===== config.mk =====
export PLATFORM = sky130hd
export DESIGN_NAME = bit_serializer
export DESIGN_NICKNAME = d
export VERILOG_FILES = /design/src/rtl/serializer_pkg.sv /design/src/rtl/bit_serializer.sv
export SDC_FILE = /design/constraint.sdc
export NUM_CORES = 1
export LEC_CHECK = 0
export ABC_AREA = 1
export CAP_MARGIN = 20
export CORE_UTILIZATION = 50
export DETAILED_ROUTE_END_ITERATION = 6
export GPL_TIMING_DRIVEN = 0
export PLACE_DENSITY = 0.79
export SLEW_MARGIN = 20
export SYNTH_ARGS = -nofsm -noshare
export SYNTH_HDL_FRONTEND = slang
export SYNTH_SLANG_ARGS = --single-unit

===== constraint.sdc =====
create_clock -name clk -period 3 [get_ports clk]
set_input_delay 0.9 -clock clk [delete_from_list [all_inputs] [get_ports clk]]
set_output_delay 0.9 -clock clk [all_outputs]
set_load 0.02 [all_outputs]

===== src/rtl/serializer_pkg.sv =====
// Shared types for the parallel-to-serial front end of the sequence detector.
package serializer_pkg;

   typedef enum logic {
      S_IDLE  = 1'b0,
      S_SHIFT = 1'b1
   } state_t;

endpackage


===== src/rtl/bit_serializer.sv =====
// Parallel-in/serial-out shifter with a single-entry holding register so that
// consecutive words stream onto X without an idle gap.
//
// state   | meaning
// --------+-------------------------------------------------------------
// S_IDLE  | shifter empty, X parked at IDLE_BIT
// S_SHIFT | shifter holds a word, cnt counts remaining bits WIDTH..1
module bit_serializer
   import serializer_pkg::*;
#(
   parameter int   WIDTH     = 8,
   parameter bit   MSB_FIRST = 1'b1,
   parameter logic IDLE_BIT  = 1'b0
) (
   input  logic             clk,
   input  logic             rst,
   input  logic [WIDTH-1:0] data_in,
   input  logic             load_valid,
   output logic             load_ready,
   output logic             X,
   output logic             X_valid,
   output logic             word_done,
   output logic             busy
);

   localparam int CW = $clog2(WIDTH + 1);

   state_t           state, state_n;
   logic [WIDTH-1:0] shreg, shreg_n;
   logic [WIDTH-1:0] hold, hold_n;
   logic             hold_full, hold_full_n;
   logic [CW-1:0]    cnt, cnt_n;
   logic             x_n;
   logic             accept;
   logic             last_bit;

   function automatic logic head_bit(input logic [WIDTH-1:0] w);
      return MSB_FIRST ? w[WIDTH-1] : w[0];
   endfunction

   assign load_ready = !hold_full;
   assign accept     = load_valid && load_ready;
   assign last_bit   = (state == S_SHIFT) && (cnt == CW'(1));
   assign X_valid    = (state == S_SHIFT);
   assign word_done  = last_bit;
   assign busy       = (state == S_SHIFT) || hold_full;

   always_comb begin
      state_n     = state;
      shreg_n     = shreg;
      hold_n      = hold;
      hold_full_n = hold_full;
      cnt_n       = cnt;
      case (state)
         S_IDLE: begin
            if (accept) begin
               state_n = S_SHIFT;
               shreg_n = data_in;
               cnt_n   = CW'(WIDTH);
            end
         end
         S_SHIFT: begin
            if (cnt == CW'(1)) begin
               // ready is low whenever hold_full, so these branches never collide
               if (hold_full) begin
                  shreg_n     = hold;
                  cnt_n       = CW'(WIDTH);
                  hold_full_n = 1'b0;
               end else if (accept) begin
                  shreg_n = data_in;
                  cnt_n   = CW'(WIDTH);
               end else begin
                  state_n = S_IDLE;
                  cnt_n   = '0;
               end
            end else begin
               shreg_n = MSB_FIRST ? (shreg << 1) : (shreg >> 1);
               cnt_n   = cnt - CW'(1);
               if (accept) begin
                  hold_n      = data_in;
                  hold_full_n = 1'b1;
               end
            end
         end
         default: state_n = S_IDLE;
      endcase
      // X is precomputed from next state so the output pin comes straight off a flop
      x_n = (state_n == S_SHIFT) ? head_bit(shreg_n) : IDLE_BIT;
   end

   always_ff @(posedge clk) begin
      if (rst) begin
         state     <= S_IDLE;
         shreg     <= '0;
         hold      <= '0;
         hold_full <= 1'b0;
         cnt       <= '0;
         X         <= IDLE_BIT;
      end else begin
         state     <= state_n;
         shreg     <= shreg_n;
         hold      <= hold_n;
         hold_full <= hold_full_n;
         cnt       <= cnt_n;
         X         <= x_n;
      end
   end

endmodule


==> impl_metrics.py <==
metrics = {
    "status": {
        "outcome": "complete, no violations",
    },
    "timing": {
        "min_period_over_period": 0.8876,
        "fin_setup_tns_ns": 0,
        "post-route-min-period_ns": 2.663,
        "fin_skew_ns": 0.004161,
        "slew_viol_final": 0,
        "rsz0062_at_grt": "no",
        "finalSetupViolations": 0,
        "worstMarginPinSlew_ns": 0.4858,
        "fmax_mhz": 375.6,
        "finalHoldViolations": 0,
        "maxSlewHeadroom": 0.6762,
    },
    "clocking": {
        "clk_pin_slew_worst_paths_ns": 0.13,
        "cts_post_setup_buffers_inserted": 0,
        "cts-root-buf": "clkbuf_4",
        "insertion_delay_ns": 0.32,
        "numCtsBuffers": 3,
        "cts_buffer_depth": 2,
        "clock_sinks": 23,
        "cts_tree": "built",
        "h-tree-depth": 1,
    },
    "synthesis": {
        "ys.flop_type": "dfxtp_1",
        "synth_top_area_cell": "dfxtp_1",
        "ys_types": 26,
        "synth.avg_cell_area_um2": 6.766,
        "synth_edf_count": 0,
        "synth_area_leaders": "dfxtp_1 (33%), nand2_1 (12%), nand3_1 (8.3%)",
        "synth_seq_cells": 23,
        "synth_top_area_share": 0.3303,
        "syn-instance-count": 206,
        "synth-async-reset-ratio": 0,
        "synth-seq-area-share": 0.3303,
        "synth.net_count": 219,
        "synth_warnings": 0,
        "netlist_area_um2": 1394,
    },
    "setup_path": {
        "cp_max_fo": 10,
        "critPathMaxStageDelay_ns": 0.60,
        "setup.worst_path.start_class": "register",
        "endpoint_kind": "output pin",
        "worstPathArrival_ns": 1.76,
        "crit_slowest_cell": "clkdlybuf4s50_1",
        "cp.required_ns": 2.10,
        "critPathBufInv": 3,
        "critPathKind": "register to output pin",
        "path_cells": "inv_2 > buf_2 > nand2_1 > clkdlybuf4s50_1",
        "cp_top_family": "buffers and inverters",
    },
    "global_routing": {
        "grt-busiest-layer": "met2",
        "grt-ovfl-total": 0,
        "grt_use_met2": 0.4016,
        "grt_usage": 0.2438,
        "grt_max_degree": 13,
        "grt_util_met1": 0.3167,
        "grt_pass1_vias": 1136,
        "use_met3": 0.05833,
        "grt_first_pass_wirelength_um": 5085,
        "grt_antenna_before_repair": 0,
    },
    "pwr": {
        "power.density_nw_per_um2": 444.3,
        "ir_drop_uv": 356.9,
        "p_leak_nw": 0.7713,
    },
    "route": {
        "vias_per_cell": 5.190,
        "num_vias": 1313,
        "post_drt_wl_per_cell_um": 12.31,
        "drt-initial-drc-count": 38,
        "postRouteAntennaNets": 0,
        "drc": 0,
        "first_pass_iters": 4,
        "wirelength_um": 3114,
    },
    "floorplanning": {
        "rows": 18,
        "start_util": 0.5477,
        "core_um2": 2545,
        "die_h_um": 54.80,
        "io_pins": 16,
        "dieArea_um2": 3003,
        "die_x_um": 54.80,
    },
    "min_path": {
        "hp-class": "register to register",
    },
    "cells_and_area": {
        "num-nets-final": 237,
        "area_growth_pct": 14.27,
        "fillers": 247,
        "drive_gt1_frac": 0.1570,
        "final_util": 0.6259,
        "antenna_cells": 0,
    },
    "placed_design": {
        "numPortBuffers": 13,
        "gp_congestion": 0.7652,
        "dpl.hpwl_um": 2117,
    },
    "job": {
        "cap_viol_max_count": 0,
    },
}
-- path summary, 6_finish.rpt --
kind	start	to	cells past startpoint	slack [ns]
max	X_valid	busy	4	0.34
min	hold[6]	hold[6]	2	0.48
min reg2reg	hold[6]	hold[6]	2	0.48
max reg2reg	cnt[0]	hold[2]	5	1.65
-- repair_timing --
item	in CTS	in global routing
hold buffers	0	0
resized for setup	0	2
setup endpoints to repair	0	1
-- logic make-up after synthesis --
| group | after synthesis | share of synthesized area |
|---|---|---|
| fa+ha+maj | 2 | 0.01795 |
| xor+xnor | 1 | 0.006285 |
| buf+inv | 44 | 0.1490 |
| flops | 23 | 0.3303 |
| simple gates | 107 | 0.3761 |
| compound gates | 29 | 0.1203 |
-- final cells by class --
class                   count  area (µm²)  area share
multi-input cells         139       728.2      0.4572
plain buffers              10       80.08     0.05027
inverters                  34       127.6     0.08013
well taps                  30       37.54     0.02357
flip-flops and latches     23       460.4      0.2891
repair buffers             13       132.6     0.08327
clock buffers               4       26.28     0.01650
-- worst reg2reg max path: stages, from the launching register on --
cell	delay, ns
dfxtp_1	0.43
ha_2	0.28
nand3_4	0.16
nand3_2	0.21
nand2_1	0.08
a21oi_1	0.13
-- cell usage in the layout, fill, tap and decap left out --
cell             count
o211ai_1             1
nand2_4              2
o22ai_1              1
nand2_1             45
nand4_1              8
o21ai_0              3
clkbuf_1             2
o21ai_2              1
buf_6                5
nand3_2              1
inv_1               30
nand4_4              1
nor3_1               1
a21oi_1             16
nor2_1              17
dfxtp_1             23
or2_2                1
clkdlybuf4s50_1     12
inv_2                4
nand3_1             23
dlymetal6s2s_1       1
a21oi_2              4
o21ai_1              3
ha_2                 1
ha_1                 1
nand3_4              1
xor2_1               1
clkbuf_4             3
nand2_2              7
buf_2                4
-- synth_stat cells (2+ instances only) --
master and count:
a21oi_1 16, a21oi_2 4, buf_2 4, buf_6 5
dfxtp_1 23, ha_1 2, inv_1 30, inv_2 4
nand2_1 45, nand2_2 7, nand2_4 2, nand3_1 23
nand4_1 8, nor2_1 17, o21ai_0 3, o21ai_1 3
-- metrics by stage --
step / std cells / power [mW] / hold slack [ns] / setup WS (ns) / instance area, µm²
floorplan: 206 / 0.5065 / 0.4414 / 1.092 / 1394
global placement: 249 / 0.5589 / 0.4523 / 0.4416 / 1562
finish: 253 / 0.7076 / 0.4769 / 0.3373 / 1593
detailed placement: 249 / 0.5616 / 0.4584 / 0.4302 / 1562
global route: 253 / 0.7506 / 0.4952 / 0.2490 / 1593
CTS: 253 / 0.7110 / 0.4780 / 0.04496 / 1588
-- power breakdown --
| part | leakage, nW | internal (mW) | switching, mW |
|---|---|---|---|
| Combinational | 0.568 | 0.0843 | 0.127 |
| Clock | 0.0150 | 0.0522 | 0.0999 |
| Sequential | 0.189 | 0.329 | 0.0147 |
-- sequential cells by signal, summed over array words and instances, names as in the netlist --
signal and count:
hold 8, X_valid 1, hold_full 1, cnt 4
X 1, shreg 8
-- layer usage --
layer,vias to the layer above,share of wire
met5,-,0
met4,0,0.012
met3,7,0.076
met2,40,0.47
met1,573,0.44
li1,693,-
(Power assumes the default switching activity.)
